## config.mk

```make
export PLATFORM = sky130hd
export DESIGN_NAME = id_stage_sb
export DESIGN_NICKNAME = d
export VERILOG_FILES = /design/src/rtl/id_stage_sb.sv
export SDC_FILE = /design/constraint.sdc
export NUM_CORES = 1
export LEC_CHECK = 0
export ABC_CLOCK_PERIOD_IN_PS = 8600
export CAP_MARGIN = 20
export CELL_PAD_IN_SITES_DETAIL_PLACEMENT = 0
export CELL_PAD_IN_SITES_GLOBAL_PLACEMENT = 2
export CORE_MARGIN = 2
export CORE_UTILIZATION = 34
export DETAILED_ROUTE_END_ITERATION = 6
export PLACE_DENSITY = 0.74
export SKIP_CTS_REPAIR_TIMING = 1
export SLEW_MARGIN = 10
export SYNTH_ARGS = -nofsm -noshare
export SYNTH_HDL_FRONTEND = slang
export SYNTH_SLANG_ARGS = --single-unit
```

## constraint.sdc

```tcl
create_clock -name clk -period 8.6 [get_ports clk]
set_input_delay 1.72 -clock clk [delete_from_list [all_inputs] [get_ports clk]]
set_output_delay 1.72 -clock clk [all_outputs]
set_load 0.05 [all_outputs]
```

## src/rtl/id_stage_sb.sv

```systemverilog
// Decode/issue stage: register file with same-cycle writeback bypass, per-register
// in-flight write scoreboard, RAW/structural stall, decode-time branch resolution.
module id_stage_sb #(
  parameter int DATA_W   = 16,
  parameter int NREGS    = 8,
  parameter int MAX_INFL = 3,
  parameter int ZERO_REG = 0,
  localparam int RW      = $clog2(NREGS),
  localparam int CW      = $clog2(MAX_INFL + 1)
) (
  input  logic              clk,
  input  logic              rst,
  input  logic              in_valid,
  output logic              in_ready,
  input  logic [DATA_W-1:0] in_pc_inc,
  input  logic [RW-1:0]     in_rs1,
  input  logic [RW-1:0]     in_rs2,
  input  logic [RW-1:0]     in_rd,
  input  logic              in_use1,
  input  logic              in_use2,
  input  logic              in_wr,
  input  logic [DATA_W-1:0] in_imm,
  input  logic [15:0]       in_ctrl,
  input  logic [1:0]        in_br,
  input  logic              wb_en,
  input  logic [RW-1:0]     wb_sel,
  input  logic [DATA_W-1:0] wb_data,
  output logic              out_valid,
  input  logic              out_ready,
  output logic [DATA_W-1:0] out_rd1,
  output logic [DATA_W-1:0] out_rd2,
  output logic [DATA_W-1:0] out_imm,
  output logic [15:0]       out_ctrl,
  output logic [RW-1:0]     out_rd,
  output logic              out_wr,
  output logic              flush,
  output logic [DATA_W-1:0] redirect_pc,
  output logic              hazard
);

  logic [DATA_W-1:0] regs_q [NREGS];
  logic [DATA_W-1:0] regs_d [NREGS];
  logic [CW-1:0]     cnt_q  [NREGS];
  logic [CW-1:0]     cnt_d  [NREGS];

  logic              out_valid_q, out_valid_d;
  logic [DATA_W-1:0] out_rd1_q, out_rd1_d;
  logic [DATA_W-1:0] out_rd2_q, out_rd2_d;
  logic [DATA_W-1:0] out_imm_q, out_imm_d;
  logic [15:0]       out_ctrl_q, out_ctrl_d;
  logic [RW-1:0]     out_rd_q, out_rd_d;
  logic              out_wr_q, out_wr_d;

  logic [DATA_W-1:0] rd1_s, rd2_s, target_s;
  logic              raw_s, struct_s, hazard_s, ready_s, issue_s, taken_s, flush_s;
  logic [NREGS-1:0]  inc_s, dec_s;

  function automatic logic is_zero_reg(input logic [RW-1:0] sel);
    return (ZERO_REG != 0) && (sel == '0);
  endfunction

  function automatic logic [DATA_W-1:0] read_port(
    input logic [RW-1:0]     sel,
    input logic [DATA_W-1:0] rf_val,
    input logic              wen,
    input logic [RW-1:0]     wsel,
    input logic [DATA_W-1:0] wdata
  );
    logic [DATA_W-1:0] val;
    if (is_zero_reg(sel)) begin
      val = '0;
    end else if (wen && (wsel == sel)) begin
      val = wdata;
    end else begin
      val = rf_val;
    end
    return val;
  endfunction

  // A single outstanding write that retires this very cycle is covered by the bypass.
  function automatic logic src_stall(
    input logic          used,
    input logic [CW-1:0] cnt,
    input logic          wb_hit
  );
    return used && (cnt != '0) && !((cnt == CW'(1)) && wb_hit);
  endfunction

  always_comb begin
    rd1_s    = read_port(in_rs1, regs_q[in_rs1], wb_en, wb_sel, wb_data);
    rd2_s    = read_port(in_rs2, regs_q[in_rs2], wb_en, wb_sel, wb_data);
    raw_s    = src_stall(in_use1, cnt_q[in_rs1], wb_en && (wb_sel == in_rs1)) ||
               src_stall(in_use2, cnt_q[in_rs2], wb_en && (wb_sel == in_rs2));
    struct_s = in_wr && (cnt_q[in_rd] == CW'(MAX_INFL));
    hazard_s = in_valid && (raw_s || struct_s);
    ready_s  = !hazard_s && (!out_valid_q || out_ready);
    issue_s  = in_valid && ready_s;
  end

  always_comb begin
    taken_s  = 1'b0;
    target_s = in_pc_inc + in_imm;
    case (in_br)
      2'd1: begin
        taken_s  = (rd1_s == '0);
        target_s = in_pc_inc + in_imm;
      end
      2'd2: begin
        taken_s  = (rd1_s != '0);
        target_s = in_pc_inc + in_imm;
      end
      2'd3: begin
        taken_s  = 1'b1;
        target_s = rd1_s + in_imm;
      end
      default: begin
        taken_s  = 1'b0;
        target_s = in_pc_inc + in_imm;
      end
    endcase
    // A taken branch whose target is the fall-through needs no redirect.
    flush_s = !rst && issue_s && taken_s && (target_s != in_pc_inc);
  end

  assign hazard      = !rst && hazard_s;
  assign in_ready    = ready_s;
  assign flush       = flush_s;
  assign redirect_pc = flush_s ? target_s : '0;

  always_comb begin
    regs_d = regs_q;
    if (wb_en && !is_zero_reg(wb_sel)) begin
      regs_d[wb_sel] = wb_data;
    end else begin
      regs_d = regs_q;
    end
  end

  always_comb begin
    inc_s = '0;
    dec_s = '0;
    cnt_d = cnt_q;
    for (int r = 0; r < NREGS; r++) begin
      inc_s[r] = issue_s && in_wr && (in_rd == RW'(r)) && !is_zero_reg(RW'(r));
      dec_s[r] = wb_en && (wb_sel == RW'(r));
      if (inc_s[r] && dec_s[r]) begin
        cnt_d[r] = cnt_q[r];
      end else if (inc_s[r]) begin
        cnt_d[r] = cnt_q[r] + CW'(1);
      end else if (dec_s[r] && (cnt_q[r] != '0)) begin
        cnt_d[r] = cnt_q[r] - CW'(1);
      end else begin
        cnt_d[r] = cnt_q[r];
      end
    end
  end

  always_comb begin
    out_valid_d = out_valid_q;
    out_rd1_d   = out_rd1_q;
    out_rd2_d   = out_rd2_q;
    out_imm_d   = out_imm_q;
    out_ctrl_d  = out_ctrl_q;
    out_rd_d    = out_rd_q;
    out_wr_d    = out_wr_q;
    if (issue_s) begin
      out_valid_d = 1'b1;
      out_rd1_d   = rd1_s;
      out_rd2_d   = rd2_s;
      out_imm_d   = in_imm;
      out_ctrl_d  = in_ctrl;
      out_rd_d    = in_rd;
      out_wr_d    = in_wr;
    end else if (out_ready) begin
      out_valid_d = 1'b0;
    end else begin
      out_valid_d = out_valid_q;
    end
  end

  always_ff @(posedge clk or posedge rst) begin
    if (rst) begin
      for (int r = 0; r < NREGS; r++) begin
        regs_q[r] <= '0;
        cnt_q[r]  <= '0;
      end
      out_valid_q <= 1'b0;
      out_rd1_q   <= '0;
      out_rd2_q   <= '0;
      out_imm_q   <= '0;
      out_ctrl_q  <= '0;
      out_rd_q    <= '0;
      out_wr_q    <= 1'b0;
    end else begin
      regs_q      <= regs_d;
      cnt_q       <= cnt_d;
      out_valid_q <= out_valid_d;
      out_rd1_q   <= out_rd1_d;
      out_rd2_q   <= out_rd2_d;
      out_imm_q   <= out_imm_d;
      out_ctrl_q  <= out_ctrl_d;
      out_rd_q    <= out_rd_d;
      out_wr_q    <= out_wr_d;
    end
  end

  assign out_valid = out_valid_q;
  assign out_rd1   = out_rd1_q;
  assign out_rd2   = out_rd2_q;
  assign out_imm   = out_imm_q;
  assign out_ctrl  = out_ctrl_q;
  assign out_rd    = out_rd_q;
  assign out_wr    = out_wr_q;

endmodule
```

==> impl_metrics.ini <==
[outcome]
status = finished, final reports clean

[critical_path]
crit_top_cell = buf_4
critical_path_required_ns = 6.88
slowest_delay_ns = 0.55
crit_arrival_ns = 6.68
reg2reg_to = out_imm[5]
path_max_fanout = 18
rrSetupSlack_ns = 5.42
cp_slowest_cell = or4_4
r2r_start = cnt_q[2]
path_cells = clkdlybuf4s50_1 -> buf_4 -> mux4_2 -> mux2i_1 -> nand2_1 -> o21ai_0 -> o21ai_0 -> ha_1 -> buf_4 -> nand3_1 -> o21ai_1 -> a211oi_4 -> o21ba_1 -> xnor3_1 -> or4_4 -> nor4_4 -> buf_4 -> a21oi_1 -> buf_4
start_kind = primary input
end_kind = output port
r2r.worst_path.cells = 6
path_class = primary input to output port

[logic_synthesis]
syn_area_per_cell_um2 = 11.93
synth_warnings = 0
yosysUniqueCellTypes = 75
netlist_area_um2 = 12650
ys_seq_area_share_pct = 42.12
syn-num-nets = 1163
synth-edff-count = 0
syn_inst = 1061
ys_ff_latch = 213
ys_async_sr_fraction_pct = 100.0
synthFlopType = dfrtp_1

[cells_and_area]
n_fill_cell = 3455
drive_above_1_share_pct = 29.85
layout.nets = 1320
diodes = 0
multiInputGateArea_um2 = 6875
regArea_um2 = 5330
fin_util_pct = 43.01
syn_to_final_growth_pct = 24.45

[sta]
period_needed_ns = 8.399
skew_ns = 0.008048
period_share_pct = 97.67
finalHoldViolations = 0
tightest_slew_ns = 0.9026
slew_headroom_pct = 39.83
fmax_mhz = 119.1
drv_slew = 0
setup_viol = 0

[drt]
drc_errors = 0
vias_per_cell = 5.434
wl_per_cell_um = 22.13
wl_um = 37720
drtIter0Drc = 518
vias = 9260
first_pass_iters = 4
topRoutingLayerUsed = met4
ant_nets = 0
dr_wl_met3_um = 1699
dr_wl_met2_um = 18030
routedLengthMet1_um = 17410

[power]
pwr-share-seq_pct = 33.3
clock_power_share_pct = 25.2
p_int_mw = 2.814
switchingPower_mw = 1.744
power_density_nw_per_um2 = 289.4
power_mw = 4.558
swShare_pct = 38.27
combinationalPowerShare_pct = 41.4
p_leak_nw = 6.618
ir_drop_mv = 0.1223

[clocking]
clkTransAtPathRegs_ns = 0.06
numCtsBuffers = 25
cts_tree = built
insertion_delay_ns = 0.52
clk_path_buf_depth = 3
cts-root-buf = clkbuf_16
h-tree-depth = 1
clock_sinks = 213

[worst_hold_path]
hold_end = out_rd1[14]
hold_path.startpoint = out_rd1[14]
hp-class = flop to flop
hold_depth = 2

[flow_run]
drv_cap = 0

[global_routing]
grt_pass1_vias = 9391
grt_usage_pct = 19.40
antenna_found_initial = 0
overflow = 0
grt_pass1_wl_um = 57970
grt_max_degree = 145

[floorplanning]
die_w_um = 196.9
pin_count = 174
core_um2 = 36610
rows = 70
die_h_um = 196.9
start_util_pct = 34.56
die_area_um2 = 38780

[placement]
gp_congestion = 0.8959
port_buffers = 173
dpl.hpwl_um = 26120
## worst max-delay path: cells and delay by family
kind / cells / cell delay (ns)
buf+inv: 5 / 1.57
compound gates: 6 / 1.12
simple gates: 4 / 1.02
mux: 2 / 0.66
fa+ha+maj: 1 / 0.34
xor+xnor: 1 / 0.23
## synthesized netlist by cell type, types with 11 or more instances
| library cell | instances | area, µm² |
|---|---|---|
| dfrtp_1 | 213 | 5330 |
| mux2_2 | 182 | 2049 |
| nand2_1 | 99 | 371.6 |
| o21ai_0 | 75 | 375.4 |
| clkbuf_1 | 57 | 214.0 |
| mux4_2 | 55 | 1239 |
| nor2_1 | 38 | 142.6 |
| mux2i_1 | 35 | 350.3 |
| xnor2_1 | 25 | 219.0 |
| a21oi_1 | 22 | 110.1 |
| nand3_1 | 21 | 105.1 |
| ha_1 | 15 | 187.7 |
| inv_1 | 14 | 52.55 |
| xor2_1 | 14 | 122.6 |
| a21o_1 | 11 | 82.58 |
## sequential cells by signal (all words and copies together) (netlist names)
| register | count |
|---|---|
| cnt_q | 16 |
| regs_q | 128 |
| out_rd | 3 |
| out_rd1 | 16 |
| out_rd2 | 16 |
| out_wr | 1 |
| out_valid | 1 |
| out_ctrl | 16 |
| out_imm | 16 |
## per-layer routing
metal / track usage, % / up-vias
li1: - / 4271
met5: 0 / -
met4: 3.815 / 0
met1: 27.35 / 4727
met3: 2.225 / 37
met2: 32.42 / 225
## how the worst max path moves through the flow
stage / endpoint / start / slack, ns / cells after the start
6_report: flush / in_rs1[2] / 0.20 / 19
5_1_grt: flush / in_rs1[2] / -0.05 / 18
4_1_cts: flush / in_rs1[0] / 0.12 / 18
3_5_place_dp: flush / in_rs1[0] / 0.14 / 18
3_3_place_gp: flush / in_rs1[0] / 0.13 / 19
2_1_floorplan: redirect_pc[0] / in_rs1[1] / 0.44 / 17
## through the flow
stage	cells	hold WS, ns	setup WS [ns]	cell area (µm²)	setup TNS [ns]
2_1_floorplan	1061	0.4882	0.4436	12660	0
3_3_place_gp	1659	0.4611	0.1314	14860	0
3_5_place_dp	1659	0.4711	0.1359	14860	0
4_1_cts	1704	0.4852	0.1152	15740	0
5_1_grt	1704	0.5089	-0.04953	15750	-0.2254
6_report	1704	0.4787	0.2008	15750	0
## kinds of logic (layout without fill, tap and decap cells)
group | count (synthesis) | in the layout | share of synthesized area (%)
muxes | 288 | 288 | 31.25
DFF | 213 | 213 | 42.12
and+or+nand+nor | 208 | 208 | 7.812
AOI/OAI and AO/OA | 195 | 195 | 10.26
buffers and inverters | 100 | 275 | 3.847
xor gates and xnor gates | 41 | 41 | 3.065
adders and majority gates | 16 | 16 | 1.641
## power by group through the flow
| stage | Combinational [mW] | Clock, mW | Sequential [mW] |
|---|---|---|---|
| 2_1_floorplan | 0.789 | 0 | 2.00 |
| 3_3_place_gp | 1.89 | 0 | 1.52 |
| 3_5_place_dp | 1.90 | 0 | 1.53 |
| 4_1_cts | 1.91 | 1.18 | 1.52 |
| 5_1_grt | 2.01 | 1.22 | 1.56 |
| 6_report | 1.89 | 1.15 | 1.52 |
## cell type report
cell class	instances	area share (%)
Clock buffer	34	4.441
Inverter	15	0.3814
Sequential cell	213	33.85
Clock inverter	11	1.144
Timing Repair Buffer	215	12.81
Tap cell	468	3.718
Multi-Input combinational cell	748	43.66
## placed cells by master, fill, tap and decap left out, types with 5 or more instances in the layout
master / instances
nand3_1: 20
buf_4: 57
bufinv_16: 5
nor2_1: 37
clkbuf_16: 25
clkinv_2: 6
nand4_1: 9
dfrtp_1: 213
mux2_1: 6
a211oi_2: 9
nand2_1: 98
o21ai_0: 74
clkbuf_1: 5
o22ai_1: 9
o211ai_1: 5
mux2_2: 182
a21oi_1: 22
mux4_2: 55
and3_1: 5
mux2i_1: 35
inv_1: 13
nand2b_1: 6
o21ai_1: 6
clkdlybuf4s50_1: 152
mux4_1: 8
ha_1: 15
a211oi_1: 9
a22oi_1: 6
xnor2_1: 24
a21o_1: 11
xor2_1: 14
Note: power is estimated with default switching activity, not from simulation.
